$ cat config.mk
export PLATFORM = sky130hd
export DESIGN_NAME = cop_hsk_responder
export DESIGN_NICKNAME = d
export VERILOG_FILES = /design/src/rtl/cop_hsk_responder.sv
export SDC_FILE = /design/constraint.sdc
export NUM_CORES = 1
export LEC_CHECK = 0
export BUFFER_PORTS_ARGS = -buffer_cell sky130_fd_sc_hd__buf_4
export CAP_MARGIN = 25
export CORE_AREA = 5 5 59 61
export DETAILED_ROUTE_END_ITERATION = 10
export DIE_AREA = 0 0 64 66
export PLACE_DENSITY = 0.8
export RECOVER_POWER = 25
export SETUP_SLACK_MARGIN = 0.05
export SYNTH_ARGS = -nofsm -noshare
export SYNTH_HDL_FRONTEND = slang
export SYNTH_SLANG_ARGS = --single-unit
$ cat constraint.sdc
create_clock -name nGCLK -period 5.9 [get_ports nGCLK]
set_input_delay 0.59 -clock nGCLK [delete_from_list [all_inputs] [get_ports nGCLK]]
set_output_delay 0.59 -clock nGCLK [all_outputs]
set_load 0.03 [all_outputs]
$ cat src/rtl/cop_hsk_responder.sv
// Coprocessor-side handshake responder: decodes the instruction in ID and answers
// CHSD/CHSE to the core's interlock. It also sequences the local engine's start/commit and background busy.
module cop_hsk_responder #(
    parameter logic [3:0]  CP_NUM     = 4'd5,
    parameter int unsigned CDP_CYCLES = 3,
    parameter int unsigned LDC_WORDS  = 2,
    parameter int unsigned BG_LATENCY = 4
) (
    input  logic        nGCLK,
    input  logic        nRESET,
    input  logic        nWAIT,
    input  logic [31:0] inst_id,
    input  logic        id_load,
    input  logic        ex_load,
    input  logic        PASS,
    input  logic        LATECANCEL,
    output logic [1:0]  CHSD,
    output logic [1:0]  CHSE,
    output logic        cp_start,
    output logic        cp_commit,
    output logic [3:0]  cp_opcode,
    output logic        cp_busy
);

    localparam logic [1:0] HS_WAIT   = 2'b00;
    localparam logic [1:0] HS_GO     = 2'b01;
    localparam logic [1:0] HS_ABSENT = 2'b10;
    localparam logic [1:0] HS_LAST   = 2'b11;

    localparam logic [3:0] L_CDP_CNT = 4'(CDP_CYCLES);
    localparam logic [3:0] L_LS_CNT  = 4'(LDC_WORDS);
    localparam logic [3:0] L_BG_LAT  = 4'(BG_LATENCY);

    typedef enum logic [1:0] {K_NONE, K_CDP, K_MCR, K_LS} kind_t;
    typedef enum logic [1:0] {S_IDLE, S_EX, S_ME} state_t;

    kind_t      w_dec_kind;
    logic [3:0] w_dec_cnt;
    logic       w_unused_bits;

    kind_t      r_id_kind;
    logic [3:0] r_id_cp;
    logic [3:0] r_id_op;
    logic [3:0] r_id_cnt;

    state_t     r_state;
    state_t     w_state_next;
    logic [3:0] r_ex_cnt;
    logic       r_ex_first;
    kind_t      r_ex_kind;
    logic [3:0] r_cp_opcode;
    logic [3:0] r_bg_cnt;

    logic       w_id_match;
    logic [1:0] w_chsd;
    logic       w_can_issue;
    logic       w_launch;

    // Fields the decoder never looks at.
    assign w_unused_bits = ^{inst_id[31:28], inst_id[19:12], inst_id[7:5], inst_id[3:0]};

    always_comb begin
        w_dec_kind = K_NONE;
        w_dec_cnt  = 4'd1;
        if (inst_id[27:24] == 4'b1110) begin
            w_dec_kind = inst_id[4] ? K_MCR : K_CDP;
        end else if (inst_id[27:25] == 3'b110) begin
            w_dec_kind = K_LS;
        end
        case (w_dec_kind)
            K_CDP:   w_dec_cnt = L_CDP_CNT;
            K_LS:    w_dec_cnt = L_LS_CNT;
            default: w_dec_cnt = 4'd1;
        endcase
    end

    assign w_id_match = (r_id_cp == CP_NUM);

    always_comb begin
        w_chsd = HS_GO;
        if (r_id_kind == K_NONE) begin
            w_chsd = HS_LAST;
        end else if (!w_id_match) begin
            w_chsd = HS_ABSENT;
        end else if (r_bg_cnt != 4'd0) begin
            w_chsd = HS_WAIT;
        end else if (r_id_cnt == 4'd1) begin
            w_chsd = HS_LAST;
        end
    end

    assign CHSD        = w_chsd;
    assign w_can_issue = (r_state == S_IDLE) || (r_state == S_ME);
    assign w_launch    = ex_load && w_can_issue && (r_id_kind != K_NONE) &&
                         ((w_chsd == HS_GO) || (w_chsd == HS_LAST));

    // ID slot: a new load replaces it; an accepted advance into EX empties it.
    always_ff @(posedge nGCLK or negedge nRESET) begin
        if (!nRESET) begin
            r_id_kind <= K_NONE;
            r_id_cp   <= 4'd0;
            r_id_op   <= 4'd0;
            r_id_cnt  <= 4'd0;
        end else if (nWAIT) begin
            if (id_load) begin
                r_id_kind <= w_dec_kind;
                r_id_cp   <= inst_id[11:8];
                r_id_op   <= inst_id[23:20];
                r_id_cnt  <= w_dec_cnt;
            end else if (w_launch) begin
                r_id_kind <= K_NONE;
            end
        end
    end

    always_ff @(posedge nGCLK or negedge nRESET) begin
        if (!nRESET) begin
            r_state <= S_IDLE;
        end else if (nWAIT) begin
            r_state <= w_state_next;
        end
    end

    always_comb begin
        w_state_next = r_state;
        case (r_state)
            S_IDLE: begin
                if (w_launch) w_state_next = S_EX;
            end
            S_EX: begin
                if (r_ex_first && !PASS) begin
                    w_state_next = S_IDLE;
                end else if (r_ex_cnt <= 4'd1) begin
                    w_state_next = S_ME;
                end
            end
            S_ME: begin
                w_state_next = w_launch ? S_EX : S_IDLE;
            end
            default: w_state_next = S_IDLE;
        endcase
    end

    // Pulses are gated by nWAIT so a frozen cycle never repeats them.
    always_comb begin
        CHSE      = HS_LAST;
        cp_start  = 1'b0;
        cp_commit = 1'b0;
        case (r_state)
            S_EX: begin
                if (r_ex_first && !PASS) begin
                    CHSE = HS_LAST;
                end else begin
                    CHSE = (r_ex_cnt > 4'd1) ? HS_GO : HS_LAST;
                end
                cp_start = r_ex_first && PASS && nWAIT;
            end
            S_ME: begin
                cp_commit = !LATECANCEL && nWAIT;
            end
            default: begin
                CHSE = HS_LAST;
            end
        endcase
    end

    assign cp_busy   = (r_state != S_IDLE) || (r_bg_cnt != 4'd0);
    assign cp_opcode = r_cp_opcode;

    always_ff @(posedge nGCLK or negedge nRESET) begin
        if (!nRESET) begin
            r_ex_cnt    <= 4'd0;
            r_ex_first  <= 1'b0;
            r_ex_kind   <= K_NONE;
            r_cp_opcode <= 4'd0;
        end else if (nWAIT) begin
            if (w_launch) begin
                r_ex_cnt    <= r_id_cnt;
                r_ex_first  <= 1'b1;
                r_ex_kind   <= r_id_kind;
                r_cp_opcode <= r_id_op;
            end else if (r_state == S_EX) begin
                r_ex_first <= 1'b0;
                if (r_ex_cnt != 4'd0) r_ex_cnt <= r_ex_cnt - 4'd1;
            end
        end
    end

    // A committed CDP reload takes priority over the running decrement.
    always_ff @(posedge nGCLK or negedge nRESET) begin
        if (!nRESET) begin
            r_bg_cnt <= 4'd0;
        end else if (nWAIT) begin
            if ((r_state == S_ME) && !LATECANCEL && (r_ex_kind == K_CDP)) begin
                r_bg_cnt <= L_BG_LAT;
            end else if (r_bg_cnt != 4'd0) begin
                r_bg_cnt <= r_bg_cnt - 4'd1;
            end
        end
    end

endmodule

Word level (Yosys, flattened, before mapping)
Cells that the tools add are included.
W data, S select, Z words.
{"block": "classes", "n_lt_le_gt_ge": 2, "n_reduce_logical": 31, "add_sub_neg": 2, "muxes": 27, "eq_ne": 13}
{"cell": "$mux W2", "count": 15}
{"cell": "$mux W4", "count": 5}
{"cell": "$reduce_bool A2 Y1", "count": 6}
{"cell": "$reduce_and A2 Y1", "count": 5}
{"cell": "$logic_and A1 B1 Y1", "count": 9}
{"cell": "$eq A2 B1 Y1 const B", "count": 4}
{"cell": "$reduce_bool A4 Y1", "count": 2}
{"cell": "$sub A4 B1 Y4 const B", "count": 2}
{"cell": "$eq A2 B2 Y1 const B", "count": 3}
{"cell": "$pmux W2 S3", "count": 1}
{"cell": "$reduce_and A3 Y1", "count": 2}
{"cell": "$mux W1", "count": 5}
{"cell": "$eq A4 B1 Y1 const B", "count": 1}
{"cell": "$eq A4 B3 Y1 const B", "count": 1}
{"cell": "$eq A4 B4 Y1 const B", "count": 1}
{"cell": "$gt A4 B1 Y1 const B", "count": 1}
{"cell": "$le A4 B1 Y1 const B", "count": 1}
{"cell": "$logic_not A2 Y1", "count": 2}
{"cell": "$pmux W2 S2", "count": 1}
{"cell": "$eq A3 B3 Y1 const B", "count": 1}
{"cell": "$logic_or A1 B1 Y1", "count": 3}
{"cell": "$ne A3 B3 Y1 const B", "count": 1}
{"cell": "$logic_not A1 Y1", "count": 2}
{"cell": "$ne A2 B2 Y1 const B", "count": 1}
{"block": "totals", "wordCells": 85, "register_bits": 31, "input_bits": 39}

Longest topological paths before layout
Gate-level depths: netlist (run 1).
{"block": "logic_depth", "ltp_word": 10, "depth_mapped": 6, "ltp_nobuf": 6}

Worst setup path after synthesis (run 1)
Ideal clock, no wire load.
{"block": "synth_path", "kind": "reg-to-output", "from": "register r_ex_cnt[0]", "to": "output port CHSE[1]", "required_time_ps": 5310, "arrival_ps": 1949, "path_slack_ps": 3361, "stages_incl_launch_ff": 5, "cell_sequence": "dfrtp_1 > inv_1 > ha_1 > nor2_1 > o311ai_0"}
{"block": "synth_via", "elab_chain_cells": 4}
{"element": "start: declaration", "line_no": "48", "text": "logic [3:0] r_ex_cnt;"}
{"element": "start signal: assignment", "line_no": "178", "text": "r_ex_cnt <= r_id_cnt;"}
{"element": "start signal: assignment", "line_no": "184", "text": "if (r_ex_cnt != 4'd0) r_ex_cnt <= r_ex_cnt - 4'd1;"}
{"element": "$gt A4 B1 Y1", "line_no": "154", "text": "CHSE = (r_ex_cnt > 4'd1) ? HS_GO : HS_LAST;"}
{"element": "$mux W2", "line_no": "154"}
{"element": "$mux W2", "line_no": "151", "text": "if (r_ex_first && !PASS) begin"}
{"element": "$mux W2", "line_no": "149", "text": "case (r_state)"}
{"element": "end: declaration", "line_no": "18", "text": "output logic [1:0] CHSE,"}
No other way between the ends.

Worst setup path after layout (run 1)
{"block": "layout_path", "from": "register r_bg_cnt[0]", "to": "output port CHSD[1]"}
{"block": "layout_via", "elab_chain_cells": 4}
{"element": "start: declaration", "line_no": "52", "text": "logic [3:0] r_bg_cnt;"}
{"element": "start signal: assignment", "line_no": "197", "text": "r_bg_cnt <= r_bg_cnt - 4'd1;"}
{"element": "$reduce_bool A4 Y1", "line_no": "85", "text": "end else if (r_bg_cnt != 4'd0) begin"}
{"element": "$mux W2", "line_no": "85"}
{"element": "$mux W2", "line_no": "83", "text": "end else if (!w_id_match) begin"}
{"element": "$mux W2", "line_no": "81", "text": "if (r_id_kind == K_NONE) begin"}
{"element": "end: declaration", "line_no": "17", "text": "output logic [1:0] CHSD,"}
No other way between the ends.

==> results of run 1 <==
per-stage QoR:
| step | cells | power, mW |
|---|---|---|
| after floorplan | 129 | 0.360 |
| after global placement | 188 | 0.398 |
| after detailed placement | 188 | 0.409 |
| after CTS | 196 | 0.528 |
| after global routing | 196 | 0.561 |
| final | 196 | 0.521 |
cells by family (layout without fill, tap and decap cells):
family,count (synthesis),in the layout
simple gates,52,52
xor+xnor,1,1
other cells,1,1
fa+ha+maj,3,3
buf+inv,8,42
mux,15,15
compound gates,20,20
flops,29,29
path summary, 6_finish.rpt:
path	from	endpoint	slack, ns	depth (start not counted)
min in group asynchronous	nRESET	r_ex_cnt[2]	0.60	1
max reg2reg	r_bg_cnt[0]	cp_opcode[1]	3.52	5
min reg2reg	r_id_op[0]	cp_opcode[0]	0.50	1
max	r_bg_cnt[0]	CHSD[1]	3.28	5
min	inst_id[10]	r_id_cp[2]	0.49	2
max in group asynchronous	nRESET	r_id_op[1]	4.43	1
worst max-delay path: stages, from the launching register on:
cell	delay [ns]
dfrtp_1	0.39
inv_1	0.09
ha_1	0.22
or3b_2	0.52
o21ai_0	0.27
buf_4	0.21
registers in the layout (all words and copies together), names as in the netlist:
register	cells
cp_opcode	4
r_bg_cnt	4
r_ex_cnt	4
r_id_cp	4
r_id_op	4
r_ex_kind	2
r_id_cnt	2
r_id_kind	2
r_state	2
r_ex_first	1
per-layer routing:
| metal | vias to the layer above | share of wire, % | wire (µm) |
|---|---|---|---|
| met1 | 532 | 44 | 1310 |
| met2 | 36 | 48 | 1410 |
| li1 | 525 | - | - |
| met4 | 0 | 0.74 | 22 |
| met3 | 2 | 7.6 | 226 |
| met5 | - | 0 | 0 |
cells in the mapped netlist (2+ instances only):
cell | n | share of area [%]
a21oi_1 | 3 | 1.0
a32o_1 | 2 | 1.4
dfrtp_1 | 29 | 51
ha_1 | 3 | 2.6
inv_1 | 5 | 1.3
mux2_2 | 8 | 6.3
mux2_4 | 6 | 6.3
nand2_1 | 13 | 3.4
nand2b_1 | 3 | 1.3
nor2_1 | 16 | 4.2
nor2b_1 | 2 | 0.87
nor3b_1 | 2 | 1.0
nor4_1 | 2 | 0.87
o21ai_0 | 6 | 2.1
cell type report:
class                           instances  area (µm²)  area share (%)
Clock buffer                            5        37.5            2.17
Clock inverter                          3        17.5            1.01
Inverter                                5        18.8            1.09
Multi-Input combinational cell         92         674            39.0
Sequential cell                        29         726            42.0
Tap cell                               33        41.3            2.39
Timing Repair Buffer                   29         214            12.4
power by group through the flow:
stage | clock, mW | combinational [mW] | sequential [mW]
floorplan | 0 | 0.105 | 0.255
global placement | 0 | 0.142 | 0.256
detailed placement | 0 | 0.150 | 0.259
CTS | 0.123 | 0.151 | 0.255
global route | 0.135 | 0.166 | 0.260
finish | 0.116 | 0.150 | 0.255
==> reports/metrics.csv, run 1 <==
stage,metric,value,unit
timing,setup_tns,0,ns
critical_path,critPathCaptureType,primary output,
placement,place_congestion,0.884,
clock_network,cts_tree,yes,
pwr,p_leak,0.822,nW
synth,synth_area,1430,µm²
synth,synthXorXnorAreaFrac,0.611,%
critical_path,critPathMaxFanout,5,
timing,holdWs,0.490,ns
clock_network,cts.sinks,29,
synth,ys_types,43,
timing,worst_slew_pin_slew,1.49,ns
routing,wl_per_cell,15.2,µm
routing,route.detailed.drc,0,
finish,drive_gt1_share,34.4,%
synth,synthFlopType,dfrtp_1,
synth,synth_top_family_by_area,simple AND/OR/NAND/NOR gates,
finish,final_common_cell,dfrtp_1,
grt,grt_pass1_vias,1152,
grt,grtUsageMet1,18.9,%
finish,final_area,1730,µm²
timing,max_freq,0.382,GHz
finish,most-common-layout-cells,"29 x dfrtp_1, 28 x buf_4, 16 x nor2_1",
grt,grt_max_degree,30,
finish,n_fill_cell,250,
job,cap_violations,1,
grt,grt_util_all_layers,16.0,%
clock_network,cts.clk_slew.worst_paths,0.10,ns
clock_network,cts-root-buf,clkbuf_4,
pwr,clkPwrFrac,22.3,%
floorplan,start_util,49.0,%
grt,use_met2,25.1,%
synth,synth_edf_count,0,
routing,viasPerCell,5.59,
critical_path,critPathKind,flip-flop to primary output,
timing,finalCriticalPeriod,2.62,ns
routing,drt_iter0_markers,39,
timing,fin_ws,3.28,ns
timing,final_hold_viol_count,0,
synth,async_flop_share,100,%
floorplan,coreArea,2930,µm²
clock_network,clk_latency,0.33,ns
finish,final_util,59.1,%
synth,synthMuxAreaShare,13.3,%
synth,yosysWarnings,0,
routing,drt-total-wl,2970,µm
grt,grt.met3_usage,7.14,%
floorplan,die_width,64,µm
finish,nNetsFinal,204,
synth,synthAdderAreaFrac,2.62,%
clock_network,cts_hold_buf,0,
timing,slew_headroom,0.773,%
status,status,"complete, but fails checks",
grt,overflow,0,
critical_path,worst_ep_required_time,5.31,ns
routing,first_pass_iters,4,
clock_network,htreeDepth,2,
grt,antenna_found_initial,0,
grt,grt_pass1_wl,5200,µm
synth,synthCells,129,
placement,place_ws,3.54,ns
floorplan,die_area,4220,µm²
critical_path,arrival,2.03,ns
placement,dpl_cell_area,1680,µm²
clock_network,cts_buffers,5,
pwr,p_sw,0.173,mW
synth,seq_area_frac_synth,50.6,%
floorplan,rows,20,
pwr,swShare,33.3,%
synth,synth-compound-area-share,10.0,%
pwr,pwr-share-comb,28.8,%
synth,synth-seq-cells,29,
clock_network,clockBufferDepth,2,
pwr,seqPwrFrac,48.9,%
clock_network,cts.repair.resized,0,
pwr,p_int,0.348,mW
floorplan,ios,50,
critical_path,cp-start-kind,flip-flop,
timing,drv_slew,0,
synth,synth-simple-area-share,20.2,%
finish,syn2layout_area_growth,20.6,%
pwr,ir_drop,0.000206,V
synth,synth.avg_cell_area,11.1,µm²
status,failed_checks,max-capacitance violations,
timing,skew,0.00726,ns
timing,period_share,44.3,%
placement,port_buffers,29,
grt,top_usage_layer,met2,
synth,synthesis.nets,171,
routing,antenna_left,0,
timing,setup_viol,0,
clock_network,post-cts-setup-buffers,0,
hold_path,min_path_type,input pin to flip-flop,
pwr,p_per_area,301,nW/µm²
floorplan,die_y,66,µm
timing,rsz0062_at_grt,no,
routing,num_vias,1095,
finish,n_antenna_cell,0,
placement,hpwl,2260,µm
No activity file was read; power rests on OpenSTA's default activity.
==> inputs of run 2 (changes only) <==
ABC_AREA = 1   (was unset)
CORE_AREA = 5 5 62 64   (was 5 5 59 61)
DIE_AREA = 0 0 67 69   (was 0 0 64 66)
PLACE_DENSITY = 0.77   (was 0.8)
clock period = 2.7 ns   (was 5.9 ns; I/O delays follow)
==> reports/metrics.csv, run 2 <==
stage,metric,value,unit
critical_path,critPathCaptureType,primary output,
critical_path,worst_ep_required_time,2.43,ns
hold_path,worstHoldStart,inst_id[8],
floorplan,ios,50,
timing,drv_slew,30,
pwr,p_per_area,660,nW/µm²
placement,port_buffers,29,
placement,hpwl,2200,µm
synth,synth_top_cells_by_count,"55 x nand2_1, 29 x dfrtp_1, 24 x inv_1",
synth,synth_top_area_share,47.1,%
grt,overflow,0,
clock_network,cts_buffers,5,
routing,drt_iter0_markers,59,
finish,n_antenna_cell,0,
finish,syn2layout_area_growth,21.1,%
critical_path,reg2regPathDepth,8,
synth,async_flop_share,100,%
timing,slew_headroom,-3.09,%
floorplan,coreArea,3230,µm²
synth,synthCells,193,
job,cap_violations,1,
timing,period_share,72.7,%
floorplan,die_area,4620,µm²
clock_network,clk_latency,0.33,ns
synth,synthesis.nets,235,
grt,grt_pass1_vias,1309,
routing,viasPerCell,4.65,
clock_network,cts.sinks,29,
routing,drt-total-wl,2960,µm
status,failed_checks,"max-capacitance violations, max-slew violations",
floorplan,rows,21,
finish,most-common-layout-cells,"55 x nand2_1, 29 x dfrtp_1, 27 x buf_4",
pwr,ir_drop,0.000535,V
synth,synth.avg_cell_area,7.99,µm²
grt,grt_pass1_wl,5170,µm
routing,wl_per_cell,10.9,µm
finish,finalNonFillerCells,273,
pwr,p_leak,0.997,nW
finish,multi_input_area,666,µm²
timing,rsz0062_at_grt,no,
placement,dpl_cell_area,1780,µm²
timing,fin_ws,0.738,ns
synth,synth_area_leaders,"dfrtp_1 47%, nand2_1 13%, inv_1 5.8%",
timing,final_hold_viol_count,0,
finish,n_fill_cell,300,
synth,yosysMostFrequentCell,nand2_1,
placement,place_congestion,0.752,
clock_network,htreeDepth,2,
status,status,"complete, but fails checks",
grt,grt_util_all_layers,14.5,%
finish,nNetsFinal,268,
placement,place_inst,264,
timing,skew,0.00626,ns
finish,final_area,1870,µm²
floorplan,die_width,67,µm
grt,antenna_found_initial,0,
timing,worst_slew_pin_slew,1.55,ns
clock_network,clockBufferDepth,2,
routing,route.detailed.drc,0,
timing,max_freq,0.510,GHz
synth,synth_area,1540,µm²
routing,num_vias,1270,
critical_path,crit-reg2reg-launch,r_bg_cnt[0],
finish,final_util,57.8,%
synth,synthFlopType,dfrtp_1,
hold_path,min_path_type,input pin to flip-flop,
finish,register_area,726,µm²
critical_path,critPathKind,flip-flop to primary output,
synth,seq_area_frac_synth,47.1,%
critical_path,reg2reg_to,r_ex_cnt[0],
hold_path,worstHoldEndpoint,r_id_cp[0],
clock_network,cts.clk_slew.worst_paths,0.10,ns
routing,first_pass_iters,4,
synth,ys_types,23,
finish,drive_gt1_share,25.1,%
grt,grt_max_degree,30,
timing,setup_tns,0,ns
timing,setup_viol,0,
critical_path,arrival,1.69,ns
critical_path,r2r_slack,0.86,ns
placement,place_ws,0.891,ns
floorplan,die_y,69,µm
finish,final_common_cell,nand2_1,
synth,synth-seq-cells,29,
synth,yosysWarnings,0,
clock_network,cts.repair.resized,0,
timing,finalCriticalPeriod,1.96,ns
critical_path,critPathMaxFanout,5,
routing,antenna_left,0,
clock_network,cts_tree,yes,
critical_path,cp-start-kind,flip-flop,
synth,yosysTopAreaCell,dfrtp_1,
synth,synth_edf_count,0,
clock_network,cts-root-buf,clkbuf_4,
floorplan,start_util,47.7,%
hold_path,hold_depth,3,
-- run 2: power by group --
part	internal [mW]	switching, mW	total, mW	leakage, nW
logic	0.121	0.209	0.330	0.574
clock network	0.220	0.156	0.376	0.0445
registers	0.492	0.0332	0.525	0.378
total	0.833	0.398	1.23	0.997
-- run 2: what timing repair did --
| item | 4_1_cts | 5_1_grt |
|---|---|---|
| hold endpoints to repair | 29 | 0 |
| buffers inserted | 0 | 0 |
| hold buffers | 1 | 0 |
-- run 2: cells by family (layout without fill, tap and decap cells) --
family / after synthesis / in the layout / synth area share [%]
and+or+nand+nor: 101 / 101 / 30.0
adders and majority gates: 3 / 3 / 2.44
other: 1 / 1 / 0.243
AOI/OAI and AO/OA: 26 / 26 / 10.5
buffers and inverters: 33 / 67 / 9.74
DFF: 29 / 29 / 47.1
-- run 2: metal layers --
metal	wire length, µm	track usage (%)	vias up
li1	-	-	669
met1	1330	16.5	571
met4	83	8.78	0
met2	1470	24.1	22
met5	0	0	-
met3	86	2.92	8
-- run 2: cell type report --
type / count / area share (%)
sequential: 29 / 38.9
tap: 46 / 3.08
clock buffer: 6 / 2.75
timing repair buffer: 30 / 11.8
multi-input combinational: 131 / 35.7
clock inverter: 2 / 2.01
inverter: 29 / 5.83
-- run 2: through the flow --
step                hold WS [ns]  power, mW
finish                     0.126       1.23
CTS                        0.119       1.25
global placement           0.215      0.854
detailed placement         0.212      0.868
floorplan                -0.0256      0.772
global route               0.120       1.31
-- run 2: how the worst max path moves through the flow --
stage / start / to / depth (start not counted)
6_report: r_bg_cnt[0] / CHSD[1] / 7
3_5_place_dp: r_bg_cnt[0] / r_ex_cnt[0] / 8
2_1_floorplan: r_bg_cnt[0] / CHSD[0] / 4
3_3_place_gp: r_bg_cnt[0] / r_ex_cnt[1] / 8
5_1_grt: nRESET / r_ex_cnt[3] / 2
4_1_cts: r_bg_cnt[0] / CHSD[1] / 7
-- run 2: worst max-delay path: stages, from the launching register on --
cell	delay (ns)
dfrtp_1	0.39
inv_1	0.11
ha_1	0.24
nand2_1	0.08
nor2_2	0.19
nand3_1	0.10
nand3_1	0.09
buf_4	0.16
==> inputs of run 3 (changes only) <==
CORE_AREA = 5 5 65 67   (was 5 5 62 64)
DIE_AREA = 0 0 70 72   (was 0 0 67 69)
PLACE_DENSITY = 0.73   (was 0.77)
clock period = 1.8 ns   (was 2.7 ns; I/O delays follow)
==> reports/metrics.csv, run 3 (synthesis gave the netlist of run 2 again) <==
stage,metric,value,unit
status,status,completed,
routing,antenna_left,0,
finish,n_antenna_cell,0,
grt,grt_max_degree,30,
placement,hpwl,2300,µm
critical_path,critPathKind,flip-flop to primary output,
grt,grt_pass1_wl,5640,µm
timing,worst_slew_pin_slew,0.728,ns
clock_network,cts.clk_slew.worst_paths,0.10,ns
placement,place_inst,267,
job,cap_violations,0,
pwr,ir_drop,0.000448,V
critical_path,cp-start-kind,flip-flop,
grt,antenna_found_initial,0,
pwr,p_sw,0.666,mW
timing,final_hold_viol_count,0,
floorplan,ios,50,
timing,max_freq,0.587,GHz
placement,place_congestion,0.785,
critical_path,cp_slowest_stage_delay,0.42,ns
critical_path,crit_family,flip-flops,
finish,final_area,1950,µm²
finish,syn2layout_area_growth,26.5,%
pwr,p_per_area,1010,nW/µm²
critical_path,crit_cells,7,
critical_path,cp_slowest_cell,dfrtp_1,
critical_path,reg2reg_to,cp_opcode[2],
timing,rsz0062_at_grt,yes,
timing,finalCriticalPeriod,1.70,ns
floorplan,coreArea,3580,µm²
critical_path,crit-reg2reg-launch,r_bg_cnt[0],
floorplan,die_y,72,µm
routing,num_vias,1347,
floorplan,die_area,5040,µm²
clock_network,clk_latency,0.33,ns
critical_path,critPathMaxFanout,4,
finish,final_util,54.5,%
timing,drv_slew,0,
floorplan,die_width,70,µm
clock_network,cts_buffers,5,
pwr,clkPwrFrac,26.3,%
finish,finalNonFillerCells,281,
critical_path,startpoint,r_bg_cnt[0],
critical_path,crit_buf_inv,2,
clock_network,htreeDepth,2,
pwr,p_leak,1.04,nW
placement,port_buffers,29,
clock_network,cts_tree,yes,
pwr,swShare,33.9,%
timing,setup_viol,0,
critical_path,crit_end,CHSD[1],
finish,drive_gt1_share,29.6,%
critical_path,reg2regPathDepth,8,
routing,first_pass_iters,4,
routing,drt-total-wl,3320,µm
timing,skew,0.0119,ns
finish,most-common-layout-cells,"55 x nand2_1, 32 x buf_4, 29 x dfrtp_1",
finish,nNetsFinal,275,
critical_path,r2r_slack,0.23,ns
critical_path,worst_ep_required_time,1.62,ns
floorplan,rows,22,
routing,wl_per_cell,11.8,µm
critical_path,critPathCaptureType,primary output,
grt,grt_util_all_layers,14.4,%
finish,final_common_cell,nand2_1,
routing,drt_iter0_markers,79,
clock_network,clockBufferDepth,2,
critical_path,cpMostUsedCell,nand3_2,
pwr,pwr-share-comb,32.9,%
hold_path,min_path_type,input pin to flip-flop,
timing,setup_tns,0,ns
routing,route.detailed.drc,0,
clock_network,cts.sinks,29,
pwr,seqPwrFrac,40.8,%
timing,slew_headroom,51.5,%
grt,overflow,0,
clock_network,cts-root-buf,clkbuf_4,
placement,dpl_cell_area,1800,µm²
pwr,total_power,1.96,mW
critical_path,arrival,1.52,ns
floorplan,start_util,43.1,%
pwr,p_int,1.30,mW
routing,viasPerCell,4.79,
critical_path,cp_cell_sequence,"inv_2, ha_4, nand2_1, nor2_4, nand3_2, nand3_2, buf_6",
timing,period_share,94.7,%
grt,grt_pass1_vias,1225,
## run 3: cell types whose count changed in the layout (fill, tap and decap cells not counted), moves of 2 or more
cell and change:
buf_4 +5, nand3_1 -2, inv_1 -2, nand3_2 +2, o21ai_0 -2, o21ai_1 +2, inv_2 +2
## run 3: timing repair
action | 4_1_cts | 5_1_grt
pin swaps | 2 | 1
hold buffers | 1 | 0
buffers inserted | 3 | 3
endpoints found under the setup margin | 3 | 4
endpoints found under the hold margin | 29 | 0
cloned | 0 | 0
gates resized for setup | 6 | 4
## run 3: routing by layer
metal  wire, µm  vias to the layer above  global-route usage (%)
met5          0                        -                       0
met4         78                        0                    7.66
met3        139                        6                    4.29
met2       1630                       27                    22.6
met1       1470                      627                    18.0
li1           -                      687                       -
## run 3: cell type report
type | count | area, µm²
fill | 344 | 1630
clock inverter | 2 | 35.0
inverter | 29 | 109
clock buffer | 5 | 37.5
timing repair buffer | 37 | 290
tap | 48 | 60.1
multi-input combinational | 131 | 693
sequential | 29 | 726
## run 3: worst min-delay path by stage
stage | startpoint | endpoint | slack, ns | depth (start not counted)
global route | inst_id[10] | r_id_cp[2] | 0.02 | 3
global placement | nRESET | r_id_cp[3] | 0.13 | 1
finish | inst_id[10] | r_id_cp[2] | 0.04 | 3
CTS | inst_id[10] | r_id_cp[2] | 0.03 | 3
detailed placement | nRESET | r_id_cp[3] | 0.13 | 1
floorplan | nRESET | cp_opcode[0] | -0.12 | 0
## run 3: worst min-delay path, stage by stage
cell,delay [ns]
buf_4,0.07
nand2_1,0.04
nand2_1,0.05
## run 3: power by group through the flow
stage | sequential, mW | clock [mW] | combinational (mW)
final | 0.800 | 0.515 | 0.646
after global routing | 0.810 | 0.563 | 0.722
after CTS | 0.798 | 0.527 | 0.603
after detailed placement | 0.804 | 0 | 0.509
after global placement | 0.799 | 0 | 0.492
after floorplan | 0.799 | 0 | 0.359
## run 3: through the flow
step           setup slack [ns]  hold WS [ns]
2_1_floorplan             0.119        -0.116
3_3_place_gp              0.191         0.128
3_5_place_dp              0.132         0.125
4_1_cts                  0.0618        0.0263
5_1_grt                 0.00766        0.0217
6_report                 0.0953        0.0410
